===== src/rtl/fetch_prefetch_queue_pkg.sv =====
// Shared types and constants for the instruction prefetch queue.
// Latency: n/a (declarations only).
// Backpressure: n/a.
package fetch_pkg;

    localparam int INSTR_W_DEF = 32;
    localparam int ADDR_W_DEF  = 64;

    // Sequential fetch stride in bytes.
    localparam int unsigned PC_INCR = 4;

    typedef enum logic [1:0] {
        FETCH   = 2'd0,
        WAIT    = 2'd1,
        DISCARD = 2'd2
    } fetch_state_t;

endpackage


===== src/rtl/fetch_prefetch_queue_if.sv =====
// Bundle of redirect, imem request/response and IF dequeue signals.
// Latency: none (wires only).
// Backpressure: IF pulls with deq; imem requests are gated inside the queue.
interface fetch_prefetch_queue_if #(
    parameter int DEPTH   = 4,
    parameter int ADDR_W  = fetch_pkg::ADDR_W_DEF,
    parameter int INSTR_W = fetch_pkg::INSTR_W_DEF
);
    localparam int CNT_W = $clog2(DEPTH + 1);

    logic               redirect;
    logic [ADDR_W-1:0]  redirect_pc;
    logic               imem_req;
    logic [ADDR_W-1:0]  imem_addr;
    logic               imem_valid;
    logic [INSTR_W-1:0] imem_rdata;
    logic               deq;
    logic               instr_valid;
    logic [INSTR_W-1:0] instr;
    logic [ADDR_W-1:0]  instr_pc;
    logic [CNT_W-1:0]   count;

    // Environment side: drives redirect, memory responses and dequeue.
    modport master (
        output redirect, redirect_pc, imem_valid, imem_rdata, deq,
        input  imem_req, imem_addr, instr_valid, instr, instr_pc, count
    );

    // Queue side.
    modport slave (
        input  redirect, redirect_pc, imem_valid, imem_rdata, deq,
        output imem_req, imem_addr, instr_valid, instr, instr_pc, count
    );

endinterface


===== src/rtl/fetch_prefetch_queue_fifo.sv =====
// Circular buffer of DEPTH entries with head/tail pointers and occupancy count.
// Latency: a write is readable at the head the cycle after wr_en.
// Backpressure: none internally; the caller never writes when full or reads when empty.
module prefetch_fifo_mem #(
    parameter int DEPTH = 4,
    parameter int WIDTH = 96
) (
    input  logic                         clk,
    input  logic                         reset,
    input  logic                         wr_en,
    input  logic [WIDTH-1:0]             wr_data,
    input  logic                         rd_en,
    input  logic                         flush,
    output logic [WIDTH-1:0]             rd_data,
    output logic [$clog2(DEPTH+1)-1:0]   count
);
    localparam int PTR_W = $clog2(DEPTH);
    localparam int CNT_W = $clog2(DEPTH + 1);

    logic [WIDTH-1:0] mem_q [DEPTH];
    logic [PTR_W-1:0] head_q, tail_q;
    logic [CNT_W-1:0] count_q;

    // Storage array; a flush cancels the write that shares its cycle.
    always_ff @(posedge clk) begin
        if (wr_en && !flush) begin
            mem_q[tail_q] <= wr_data;
        end
    end

    // Pointers wrap naturally because DEPTH is a power of two.
    always_ff @(posedge clk) begin
        if (reset || flush) begin
            head_q  <= '0;
            tail_q  <= '0;
            count_q <= '0;
        end else begin
            if (wr_en) tail_q <= tail_q + PTR_W'(1);
            if (rd_en) head_q <= head_q + PTR_W'(1);
            if (wr_en && !rd_en)      count_q <= count_q + CNT_W'(1);
            else if (!wr_en && rd_en) count_q <= count_q - CNT_W'(1);
        end
    end

    assign rd_data = mem_q[head_q];
    assign count   = count_q;

endmodule


===== src/rtl/fetch_prefetch_queue.sv =====
// Sequential instruction prefetcher with a DEPTH-entry buffer; optional bypass via PREFETCH_BYPASS_EN.
// Latency: response visible at head 1 cycle after imem_valid (0 cycles with bypass into an empty buffer).
// Backpressure: one outstanding fetch, issued only while the buffer has room; IF pops with deq.
module fetch_prefetch_queue
    import fetch_pkg::*;
#(
    parameter int DEPTH   = 4,
    parameter int ADDR_W  = ADDR_W_DEF,
    parameter int INSTR_W = INSTR_W_DEF
) (
    input  logic                  clk,
    input  logic                  reset,
    fetch_prefetch_queue_if.slave bus
);
    localparam int CNT_W  = $clog2(DEPTH + 1);
    localparam int ENTRY_W = INSTR_W + ADDR_W;

    fetch_state_t        state_q, state_d;
    logic [ADDR_W-1:0]   fetch_pc_q, fetch_pc_d;
    logic [CNT_W-1:0]    fifo_count;
    logic [ENTRY_W-1:0]  fifo_rd_data;
    logic                fifo_nonempty;
    logic                fifo_wr_en;
    logic                fifo_rd_en;
    logic                req_issue;
    logic                rsp_accept;
    logic                bypass_hit;

    assign fifo_nonempty = (fifo_count != '0);

    // A response counts only while waiting for it and not killed by a redirect.
    assign rsp_accept = (state_q == WAIT) && bus.imem_valid && !bus.redirect;

`ifdef PREFETCH_BYPASS_EN
    assign bypass_hit = rsp_accept && !fifo_nonempty;
`else
    assign bypass_hit = 1'b0;
`endif

    // A bypassed response consumed in the same cycle never enters the buffer.
    assign fifo_wr_en = rsp_accept && !(bypass_hit && bus.deq);
    assign fifo_rd_en = bus.deq && fifo_nonempty && !bus.redirect;

    // In FETCH nothing is outstanding, so free space is simply count < DEPTH.
    assign req_issue = (state_q == FETCH) && (fifo_count < CNT_W'(DEPTH))
                     && !bus.redirect && !reset;

    assign bus.imem_req  = req_issue;
    assign bus.imem_addr = fetch_pc_q;
    assign bus.count     = fifo_count;

    prefetch_fifo_mem #(
        .DEPTH (DEPTH),
        .WIDTH (ENTRY_W)
    ) u_fifo (
        .clk     (clk),
        .reset   (reset),
        .wr_en   (fifo_wr_en),
        .wr_data ({bus.imem_rdata, fetch_pc_q}),
        .rd_en   (fifo_rd_en),
        .flush   (bus.redirect),
        .rd_data (fifo_rd_data),
        .count   (fifo_count)
    );

    // Next-state and fetch PC; redirect overrides every other event.
    always_comb begin
        state_d    = state_q;
        fetch_pc_d = fetch_pc_q;
        if (bus.redirect) begin
            fetch_pc_d = bus.redirect_pc;
            state_d    = (state_q == WAIT && !bus.imem_valid) ? DISCARD : FETCH;
        end else begin
            case (state_q)
                FETCH:   if (req_issue) state_d = WAIT;
                WAIT: begin
                    if (bus.imem_valid) begin
                        fetch_pc_d = fetch_pc_q + ADDR_W'(PC_INCR);
                        state_d    = FETCH;
                    end
                end
                DISCARD: if (bus.imem_valid) state_d = FETCH;
                default: state_d = FETCH;
            endcase
        end
    end

    // State and fetch PC registers.
    always_ff @(posedge clk) begin
        if (reset) begin
            state_q    <= FETCH;
            fetch_pc_q <= '0;
        end else begin
            state_q    <= state_d;
            fetch_pc_q <= fetch_pc_d;
        end
    end

    // Head presentation: buffered entry first, otherwise the bypassed response, else zeros.
    always_comb begin
        bus.instr_valid = 1'b0;
        bus.instr       = '0;
        bus.instr_pc    = '0;
        if (fifo_nonempty) begin
            bus.instr_valid = 1'b1;
            bus.instr       = fifo_rd_data[ADDR_W +: INSTR_W];
            bus.instr_pc    = fifo_rd_data[ADDR_W-1:0];
        end else if (bypass_hit) begin
            bus.instr_valid = 1'b1;
            bus.instr       = bus.imem_rdata;
            bus.instr_pc    = fetch_pc_q;
        end
    end

endmodule


===== src/flat_wrapper.sv =====
// flat-port wrapper written by rule: the top's interface ports become plain ports
module fetch_prefetch_queue_flat import fetch_pkg::*;
#(
    parameter int DEPTH   = 4,
    parameter int ADDR_W  = ADDR_W_DEF,
    parameter int INSTR_W = INSTR_W_DEF
)
  (clk, reset, bus_redirect, bus_redirect_pc, bus_imem_valid, bus_imem_rdata, bus_deq, bus_imem_req, bus_imem_addr, bus_instr_valid, bus_instr, bus_instr_pc, bus_count);
  fetch_prefetch_queue_if #(.DEPTH(DEPTH), .ADDR_W(ADDR_W), .INSTR_W(INSTR_W)) bus_i ();
  input  logic clk;
  input  logic reset;
  input wire logic [$bits(bus_i.redirect)-1:0] bus_redirect;
  input wire logic [$bits(bus_i.redirect_pc)-1:0] bus_redirect_pc;
  input wire logic [$bits(bus_i.imem_valid)-1:0] bus_imem_valid;
  input wire logic [$bits(bus_i.imem_rdata)-1:0] bus_imem_rdata;
  input wire logic [$bits(bus_i.deq)-1:0] bus_deq;
  output wire logic [$bits(bus_i.imem_req)-1:0] bus_imem_req;
  output wire logic [$bits(bus_i.imem_addr)-1:0] bus_imem_addr;
  output wire logic [$bits(bus_i.instr_valid)-1:0] bus_instr_valid;
  output wire logic [$bits(bus_i.instr)-1:0] bus_instr;
  output wire logic [$bits(bus_i.instr_pc)-1:0] bus_instr_pc;
  output wire logic [$bits(bus_i.count)-1:0] bus_count;
  assign bus_i.redirect = bus_redirect;
  assign bus_i.redirect_pc = bus_redirect_pc;
  assign bus_i.imem_valid = bus_imem_valid;
  assign bus_i.imem_rdata = bus_imem_rdata;
  assign bus_i.deq = bus_deq;
  assign bus_imem_req = bus_i.imem_req;
  assign bus_imem_addr = bus_i.imem_addr;
  assign bus_instr_valid = bus_i.instr_valid;
  assign bus_instr = bus_i.instr;
  assign bus_instr_pc = bus_i.instr_pc;
  assign bus_count = bus_i.count;
  fetch_prefetch_queue #(.DEPTH(DEPTH), .ADDR_W(ADDR_W), .INSTR_W(INSTR_W)) u_core (.clk(clk), .reset(reset), .bus(bus_i));
endmodule

===== config.mk =====
export PLATFORM = sky130hd
export DESIGN_NAME = fetch_prefetch_queue_flat
export DESIGN_NICKNAME = d
export VERILOG_FILES = /design/src/rtl/fetch_prefetch_queue_pkg.sv /design/src/rtl/fetch_prefetch_queue_if.sv /design/src/rtl/fetch_prefetch_queue_fifo.sv /design/src/rtl/fetch_prefetch_queue.sv /design/src/flat_wrapper.sv
export SDC_FILE = /design/constraint.sdc
export NUM_CORES = 1
export LEC_CHECK = 0
export ABC_AREA = 1
export CORE_MARGIN = 2
export CORE_UTILIZATION = 55
export DETAILED_ROUTE_END_ITERATION = 8
export GPL_TIMING_DRIVEN = 0
export PLACE_DENSITY_LB_ADDON = 0.08
export SYNTH_ARGS = -nofsm -noshare
export SYNTH_HDL_FRONTEND = slang
export SYNTH_HIERARCHICAL = 1
export SYNTH_SLANG_ARGS = --single-unit

===== constraint.sdc =====
create_clock -name clk -period 8.6 [get_ports clk]
set_input_delay 1.72 -clock clk [delete_from_list [all_inputs] [get_ports clk]]
set_output_delay 1.72 -clock clk [all_outputs]
set_load 0.05 [all_outputs]

* After elaboration in Yosys (flattened, before gate mapping)
Memories as Yosys holds them, arrays and structs flattened. A register that Yosys moved wholly into a read port is not among the register bits.
Index checks and enable logic that the tools add are counted.
** Word-level totals
- Output and inout bits :: 165
- Memories kept :: 1
- Memory bits (writable) :: 384
- Register bits after elaboration :: 73
** Cells by class
- Add/sub/neg operators :: 5
- Multiplexer cells :: 17
- Equality and inequality tests :: 4
- Reduce and logical (&&, ||, !) cells :: 25
- Magnitude comparators :: 1
** Memory list
- u_core.u_fifo.mem_q :: words 4, bits a word 96, rd ports 1, clocked after memory_dff 1, write ports 1, RTL line fetch_prefetch_queue_fifo.sv:20 : logic [WIDTH-1:0] mem_q [DEPTH];
** Operators by type and width (number)
- two-way mux 64 bit :: 4
- adder 64 x 3 -> 64 bit, second input constant :: 1
- two-way mux 32 bit :: 1
- two-way mux 2 bit :: 6
- logical AND 1 bit :: 11
- two-way mux 3 bit :: 2
- nonzero test 2 bit :: 3
- zero test 1 bit :: 5
- adder 2 x 1 -> 2 bit, second input constant :: 2
- one-hot mux 2 bit (2 select lines) :: 1
- AND reduction 2 bit :: 2
- adder 3 x 1 -> 3 bit, second input constant :: 1
- < comparator 3 bit, second input constant :: 1
- two-way mux 1 bit :: 3
- inequality test 3 x 1 -> 1 bit, second input constant :: 1
- inequality test 3 bit, second input constant :: 1
- nonzero test 3 bit :: 1
- subtractor 3 x 1 -> 3 bit, second input constant :: 1
- equality test 2 x 1 -> 1 bit, second input constant :: 1
- equality test 2 bit, second input constant :: 1
- zero test 2 bit :: 1
- OR reduction 2 bit :: 1
- logical OR 1 bit :: 1

* Logic depth before layout (Yosys ltp)
Gate-level depths: netlist of run 1.
- Depth after elaboration :: 7
- Depth in mapped cells :: 15

* Modules after synthesis
Netlist of run 1, hierarchy kept.
** By module, submodules not included
- prefetch_fifo_mem :: instances 1, cells an instance 986, area each 14721.6 um^2
- fetch_prefetch_queue :: instances 1, cells an instance 1017, area each 5465.2 um^2

* Worst setup path before layout of run 1
No wires, ideal clock.
- Path kind :: input to register
- From :: in bus_redirect
- To :: mem u_core.u_fifo.mem_q[0][0] (enable)
- Buffers on the path :: 3
- Arrival time :: 6.919 ns
- Setup slack :: 1.129 ns
- Cell stages on the path :: 7
- Cell sequence :: buf_2 -> nor2_1 -> buf_2 -> buf_1 -> inv_1 -> or2_2 -> nor2_1
** On the way
- Cells in the longest elaborated chain, start to end :: 5
** Ends and longest elaborated chain
- start: declaration :: RTL line flat_wrapper.sv:12 : input wire logic [$bits(bus_i.redirect)-1:0] bus_redirect;
- zero test 1 bit :: RTL line fetch_prefetch_queue.sv:32 : assign rsp_accept = (state_q == WAIT) && bus.imem_valid && !bus.redirect;
- logical AND 1 bit :: RTL line fetch_prefetch_queue.sv:32
- named net u_core.fifo_wr_en :: RTL line fetch_prefetch_queue.sv:23 : logic fifo_wr_en;
- logical AND 1 bit :: RTL line fetch_prefetch_queue_fifo.sv:26 : if (wr_en && !flush) begin
- two-way mux 1 bit :: RTL line fetch_prefetch_queue_fifo.sv:26
- two-way mux 1 bit (not written as such) :: RTL line fetch_prefetch_queue_fifo.sv:27 : mem_q[tail_q] <= wr_data;
- end: declaration :: RTL line fetch_prefetch_queue_fifo.sv:20
The timed path passes the listed nets, and every way through them passes these cells.

* Worst setup path after layout of run 1
- From :: in bus_redirect
- To :: out bus_imem_req
** On the way
- Cells in the longest elaborated chain, start to end :: 3
** Ends and longest elaborated chain
- zero test 1 bit :: RTL line fetch_prefetch_queue.sv:46 : && !bus.redirect && !reset;
- logical AND 1 bit (2 in a row) :: RTL line fetch_prefetch_queue.sv:46
- end: declaration :: RTL line flat_wrapper.sv:17 : output wire logic [$bits(bus_i.imem_req)-1:0] bus_imem_req;
No other way between the ends.

==> results of run 1 <==
[synth_stat cells (all sizes together)]
| cell | instances |
|---|---|
| a21boi | 1 |
| a21oi | 37 |
| a22o | 3 |
| a31oi | 34 |
| a32oi | 1 |
| and2 | 1 |
| buf | 52 |
| clkbuf | 48 |
| dfxtp | 75 |
| edfxtp | 384 |
| fa | 1 |
| ha | 8 |
| inv | 193 |
| nand2 | 288 |
| nand3 | 51 |
| nand3b | 2 |
| nand4 | 7 |
| nor2 | 437 |
| nor3 | 11 |
| nor4 | 1 |
| o211ai | 2 |
| o21ai | 237 |
| o21bai | 6 |
| o22ai | 96 |
| o32ai | 1 |
| or2 | 3 |
| xnor2 | 9 |
| xor2 | 14 |
[per-layer routing]
metal | part of all wire, % | wire length [µm] | track usage, % | up-vias
met5 | 0 | 0 | 0 | -
met4 | 3.3 | 2002 | 10.97 | 0
met3 | 8.4 | 5124 | 5.613 | 109
met2 | 47 | 28640 | 51.15 | 772
met1 | 41 | 25020 | 43.36 | 7695
li1 | - | - | - | 7503
[worst max-delay path: cells and delay by family]
family / cells / cell delay (ns)
and+or+nand+nor: 2 / 0.41
buffers and inverters: 4 / 1.61
[worst max path at each step]
stage                       from  slack (ns)                                    to  cells past startpoint
floorplan           bus_redirect        1.13   u_core/u_fifo/mem_q[0][0]$_DFFE_PP_                      7
global placement    bus_redirect       -3.10  u_core/u_fifo/mem_q[0][83]$_DFFE_PP_                      8
detailed placement  bus_redirect        3.13  u_core/u_fifo/mem_q[3][83]$_DFFE_PP_                     10
CTS                 bus_redirect        3.12                          bus_imem_req                      6
global route        bus_redirect        2.96                          bus_imem_req                      6
finish              bus_redirect        3.13                          bus_imem_req                      6
[placed cells by master, fill, tap and decap left out, types with 5 or more instances in the layout]
master           netlist  final
inv_1                189    189
ha_1                   8      8
xnor2_1                9      9
nand4_1                7      7
buf_6                 22     22
nor3_1                 9      8
nor2_2                 6      6
o21ai_0              143    143
buf_12                 0     12
a21oi_1               37     37
clkbuf_16              0     46
buf_4                 10     10
nor2_4                 4      8
o22ai_1               96     96
nand2_1              284    284
clkbuf_2               6      6
o21bai_1               6      6
dfxtp_1               75     75
clkbuf_8               0      5
buf_2                 18     18
clkdlybuf4s50_1        0    265
clkbuf_1              42     60
xor2_1                14     14
a31oi_1               34     34
clkinv_2               0      9
nor2_1               427    423
nand3_1               50     50
edfxtp_1             384    384
o21ai_1               94     94
[final cells by class]
| type | instances | area [µm²] | share of cell area [%] |
|---|---|---|---|
| Timing Repair Buffer | 278 | 2908 | 11.56 |
| Clock buffer | 69 | 1287 | 5.118 |
| Multi-Input combinational cell | 1251 | 5854 | 23.27 |
| Tap cell | 468 | 585.6 | 2.328 |
| Inverter | 193 | 726.9 | 2.890 |
| Buffer | 100 | 608.1 | 2.417 |
| Sequential cell | 459 | 13030 | 51.81 |
| Clock inverter | 16 | 152.6 | 0.6068 |
[per-stage QoR]
| stage | instance area, µm² | power, µW | setup WS (ns) | hold WS [ns] | util, % |
|---|---|---|---|---|---|
| after floorplan | 20190 | 2681 | 1.129 | 0.4115 | - |
| after global placement | 23430 | 2843 | -3.099 | 0.4244 | 64.45 |
| after detailed placement | 23720 | 2848 | 3.129 | 0.4353 | 65.25 |
| after CTS | 25160 | 4751 | 3.124 | 0.4429 | 69.21 |
| after global routing | 25160 | 4854 | 2.964 | 0.4777 | 69.21 |
| final | 25160 | 4723 | 3.135 | 0.4526 | 69.21 |
[state kept, by name, indices dropped and copies added, names as in the netlist, named ones only]
register              cells
u_core/u_fifo/head_q      2
u_core/u_fifo/mem_q     384
u_core/bus.imem_addr     64
u_core/u_fifo/count       3
u_core/u_fifo/tail_q      2
u_core/state_q            2
[power by group through the flow]
stage                     registers (µW)  logic, µW  clock network, µW
after floorplan                     2570        114                  0
after global placement              2530        317                  0
after detailed placement            2530        322                  0
after CTS                           2480        324               1950
after global routing                2480        342               2030
final                               2480        325               1920
[kinds of logic (layout without fill, tap and decap cells)]
logic type	after synthesis	count (layout)	share of synthesized area (%)
and+or+nand+nor	801	801	15.86
DFF	459	459	64.56
AOI/OAI and AO/OA	418	418	11.37
buffers and inverters	293	656	6.613
xor gates and xnor gates	23	23	0.9979
adders and majority gates	9	9	0.5950
==> flow_summary.yaml, run 1 <==
floorplanning:
  core_um2: 36350
  start_util_pct: 55.54
  die_y_um: 195.6
  ioPinCount: 266
  fp.dieW_um: 195.6
  placementRows: 70
  die_area_um2: 38250
min_path:
  worstHoldPathType: "reg -> reg"
  worstHoldStart: "u_core/u_fifo/head_q[1]$_SDFFE_PP0P_"
  hold_depth: 1
worst_setup_path:
  path_cells: "clkdlybuf4s50_1 -> buf_2 -> inv_1 -> nand2_1 -> nor3_1 -> clkdlybuf4s50_1"
  cp.required_ns: 6.88
  cp_slowest_cell: "clkdlybuf4s50_1"
  cpMostUsedCell: "clkdlybuf4s50_1"
  slowest_delay_ns: 0.88
  endpoint_kind: "output pin"
  start_kind: "input pin"
  r2r_start: "u_core/state_q[1]$_SDFFE_PP0P_"
  worstPathArrival_ns: 3.75
  r2r_cells: 11
  regToRegEndpoint: "u_core/u_fifo/mem_q[3][82]$_DFFE_PP_"
  ff2ff_setup_slack_ns: 4.83
  cp_max_fo: 8
  crit_type: "in -> out"
sta:
  skew_ns: 0.01946
  fin_crit_sh_pct: 63.55
  slew_viol_final: 0
  setup_tns_ns: 0
  clock.fmax_mhz: 183.0
  finalHoldViolations: 0
  rsz0062_at_grt: "no"
  worst_slew_pin_slew_ns: 0.9036
  relSlewSlack_pct: 39.43
  setup_viol: 0
  period_needed_ns: 5.465
layout:
  layout-drive-gt1-share_pct: 6.847
  num_antenna_cells: 0
  fill_cells: 2768
  stdcell_count: 2834
  area_delta_synth_final_pct: 24.61
  fin_nets: 2439
grt:
  grt.total_usage_pct: 31.59
  antenna_found_initial: 0
  grt_pass1_vias: 15470
  grt_pass1_wl_um: 90330
  grt_max_degree: 30
  grt_overflow_total: 0
power_and_ir_drop:
  combPwrFrac_pct: 6.9
  leakage_uw: 0.009036
  p_int_uw: 3647
  p_switching_uw: 1076
  p_per_area_nw_per_um2: 187.8
  switching_share_pct: 22.78
  peakVddDrop_mv: 0.1988
  seqPwrFrac_pct: 52.5
  power_frac_clock_pct: 40.6
logic_synthesis:
  syn_area_um2: 20190
  syn-num-nets: 2113
  synth_area_per_cell_um2: 10.08
  synth_top_area_cell: "edfxtp_1"
  ys_ff_latch: 459
  synth_cells: 2003
  yosys_warnings: 6
  yosysSeqAreaShare_pct: 64.56
  synth_area_leaders: "edfxtp_1 57%, nor2_1 7.9%, dfxtp_1 7.4%"
  yosysUniqueCellTypes: 41
  yosysTopAreaCellShare_pct: 57.12
clock_tree:
  cts-htree-levels: 2
  ctsHoldBuffers: 0
  cts_tree: "built"
  post_cts_buffers: 0
  cts.clk_slew.worst_paths_ns: 0.06
  cts.sinks: 459
  cts_root_buf: "clkbuf_16"
  numCtsBuffers: 46
  cts-resized-gates: 0
  worst_skew_pair.late_latency_ns: 0.59
  cts.path.max_buffers: 3
drt:
  detail_route.first_pass.iterations: 6
  wl_per_cell_um: 21.45
  finalWirelength_um: 60790
  vias: 16080
  drc: 0
  viasPerCell: 5.674
  drtIter0Drc: 1561
  ant_nets: 0
placement:
  place_hpwl_um: 42060
  numPortBuffers: 265
  gp_congestion: 0.9578
  dp.cells: 2749
outcome:
  status: "completed"
job:
  drv_cap: 0
No activity file was read; power rests on OpenSTA's default activity.
==> run 2, diff against run 1 <==
==> constraint.sdc (replaced) <==
create_clock -name clk -period 5.2 [get_ports clk]
set_input_delay 1.04 -clock clk [delete_from_list [all_inputs] [get_ports clk]]
set_output_delay 1.04 -clock clk [all_outputs]
set_load 0.05 [all_outputs]
==> results of run 2 <==
Same layout as run 1 (identical final DEF). Status: completed.
Main changes from that run: setup slack after placement 3.129 ns -> 0.4088 ns; setup slack after layout 3.135 ns -> 0.5349 ns; end point of the critical path bus_imem_req -> bus_instr_pc[63]; register-to-register setup slack 4.83 ns -> 1.43 ns; total power 4723 µW -> 7812 µW; worst IR drop on VDD 0.1988 mV -> 0.3287 mV
==> run 3, diff against run 2 <==
--- a/config.mk
+++ b/config.mk
@@ -10,7 +10,7 @@
 export CORE_UTILIZATION = 55
 export DETAILED_ROUTE_END_ITERATION = 8
 export GPL_TIMING_DRIVEN = 0
-export PLACE_DENSITY_LB_ADDON = 0.08
+export PLACE_DENSITY = 0.78
 export SYNTH_ARGS = -nofsm -noshare
 export SYNTH_HDL_FRONTEND = slang
 export SYNTH_HIERARCHICAL = 1
==> run 3 against run 2 <==
  * Cell area rose by 0.14%
  * Total power rose by 0.49%
  * Largest cell class unchanged
  * Critical endpoint unchanged
  * Register-to-register slack got worse by 0.06 ns
==> flow_summary.yaml, run 3 (synthesized netlist as in run 1, its figures left out) <==
layout:
  num_antenna_cells: 0
  layout-drive-gt1-share_pct: 6.847
  multi_input_area_um2: 5854
  fill_cells: 2734
  largest_register: "u_core/u_fifo/mem_q"
  layout_commonest_cell: "nor2_1"
  ff_latch_area_um2: 13030
  final_cell_mix: "423 x nor2_1, 384 x edfxtp_1, 284 x nand2_1"
  largest_register_ffs: 384
  fin_nets: 2439
  final_cell_area_um2: 25190
  area_delta_synth_final_pct: 24.79
clock_tree:
  ctsHoldBuffers: 0
  post_cts_buffers: 0
  cts.clk_slew.worst_paths_ns: 0.06
  cts_root_buf: "clkbuf_16"
  cts.sinks: 459
  worst_skew_pair.late_latency_ns: 0.59
  cts-htree-levels: 2
  cts-resized-gates: 0
  cts.path.max_buffers: 3
  cts_tree: "built"
  numCtsBuffers: 46
floorplanning:
  die_area_um2: 38250
  core_um2: 36350
  die_y_um: 195.6
  start_util_pct: 55.54
  placementRows: 70
  fp.dieW_um: 195.6
  ioPinCount: 266
drt:
  viasPerCell: 5.714
  drc: 0
  met1Wirelength_um: 24060
  detail_route.first_pass.iterations: 6
  wl_met3_um: 5400
  wl_met2_um: 29390
  top_layer: "met4"
  vias: 16190
  finalWirelength_um: 61080
  drtIter0Drc: 1610
  wl_per_cell_um: 21.55
  ant_nets: 0
sta:
  fin_worst_hold_slack_ns: 0.4922
  worst_slew_pin_slew_ns: 1.019
  finalHoldViolations: 0
  period_needed_ns: 4.542
  skew_ns: 0.02295
  rsz0062_at_grt: "no"
  clock.fmax_mhz: 220.1
  slew_viol_final: 0
  fin_crit_sh_pct: 87.35
  relSlewSlack_pct: 31.88
  setup_viol: 0
power_and_ir_drop:
  p_int_uw: 6066
  p_switching_uw: 1784
  p_per_area_nw_per_um2: 311.6
  p_total_uw: 7850
  switching_share_pct: 22.72
  peakVddDrop_mv: 0.3500
  seqPwrFrac_pct: 52.2
  combPwrFrac_pct: 6.9
  power_frac_clock_pct: 40.9
  leakage_uw: 0.009051
grt:
  grt_max_degree: 30
  grt_pass1_wl_um: 91530
  grt_overflow_total: 0
  antenna_found_initial: 1
  grt.total_usage_pct: 31.96
  grt_pass1_vias: 15670
worst_setup_path:
  cp.required_ns: 4.16
  start_kind: "flop"
  crit_path_end: "bus_instr_pc[63]"
  r2r_start: "u_core/state_q[1]$_SDFFE_PP0P_"
  ff2ff_setup_slack_ns: 1.37
  r2r_cells: 11
  crit_type: "reg -> out"
  endpoint_kind: "output pin"
  worstPathArrival_ns: 3.50
  cp_max_fo: 10
  regToRegEndpoint: "u_core/u_fifo/mem_q[3][76]$_DFFE_PP_"
placement:
  place_hpwl_um: 42490
  placed_area_um2: 23730
  numPortBuffers: 265
  gp_congestion: 0.9628
job:
  drv_cap: 0
outcome:
  status: "completed"
min_path:
  worstHoldPathType: "reg -> reg"
==> run 3: changes by cell type in the layout (fill, tap and decap cells not counted) <==
| cell | change |
|---|---|
| buf_12 | -2 |
| buf_16 | +2 |
| clkbuf_1 | -2 |
| clkinv_1 | +2 |
| bufinv_16 | +1 |
| clkbuf_8 | -1 |
| clkinv_2 | -1 |
| inv_6 | +1 |
==> run 3: area by class of cell <==
| cell class | instances | share of cell area [%] |
|---|---|---|
| flip-flops and latches | 459 | 51.74 |
| plain buffers | 100 | 2.414 |
| inverters | 193 | 2.886 |
| clock buffers | 66 | 5.027 |
| repair buffers | 278 | 11.60 |
| clock inverters | 19 | 0.7699 |
| well taps | 468 | 2.325 |
| multi-input cells | 1251 | 23.24 |
==> run 3: worst min path at each step <==
stage,from,end,slack [ns],depth (start not counted)
2_1_floorplan,u_core/u_fifo/head_q[1]$_SDFFE_PP0P_,flop,0.41,1
3_3_place_gp,u_core/u_fifo/head_q[1]$_SDFFE_PP0P_,flop,0.42,1
3_5_place_dp,u_core/u_fifo/head_q[1]$_SDFFE_PP0P_,u_core/u_fifo/head_q[1]$_SDFFE_PP0P_,0.44,1
4_1_cts,u_core/u_fifo/head_q[1]$_SDFFE_PP0P_,flop,0.47,1
5_1_grt,u_core/u_fifo/head_q[1]$_SDFFE_PP0P_,flop,0.51,1
6_report,u_core/u_fifo/head_q[1]$_SDFFE_PP0P_,u_core/u_fifo/head_q[1]$_SDFFE_PP0P_,0.49,1
==> run 3: worst max-delay path, stage by stage, from the launching register on <==
cell,delay (ns)
dfxtp_1,0.51
inv_2,0.33
buf_2,0.37
buf_2,0.30
o21ai_1,0.10
o22ai_1,0.28
inv_1,0.08
nor2_1,0.10
clkdlybuf4s50_1,0.86
==> run 3: through the flow <==
stage / setup slack, ns / std cells / util [%] / setup TNS, ns
after global routing: 0.5927 / 2834 / 69.30 / 0
after detailed placement: 0.3637 / 2749 / 65.29 / 0
after CTS: 0.6220 / 2834 / 69.30 / 0
after floorplan: -1.591 / 2003 / - / -610.87
after global placement: -5.683 / 2736 / 64.45 / -2120.71
final: 0.6576 / 2834 / 69.30 / 0
==> run 3: routing by layer <==
layer	up-vias	GRT usage [%]
met1	7730	42.84
met5	-	0
li1	7507	-
met3	131	5.820
met4	0	12.16
met2	825	52.31
==> run 3: power groups by stage <==
stage	Sequential [µW]	Combinational, µW	Clock [µW]
finish	4100	539	3210
global route	4110	567	3390
CTS	4100	535	3250
detailed placement	4180	533	0
global placement	4170	523	0
floorplan	4240	189	0
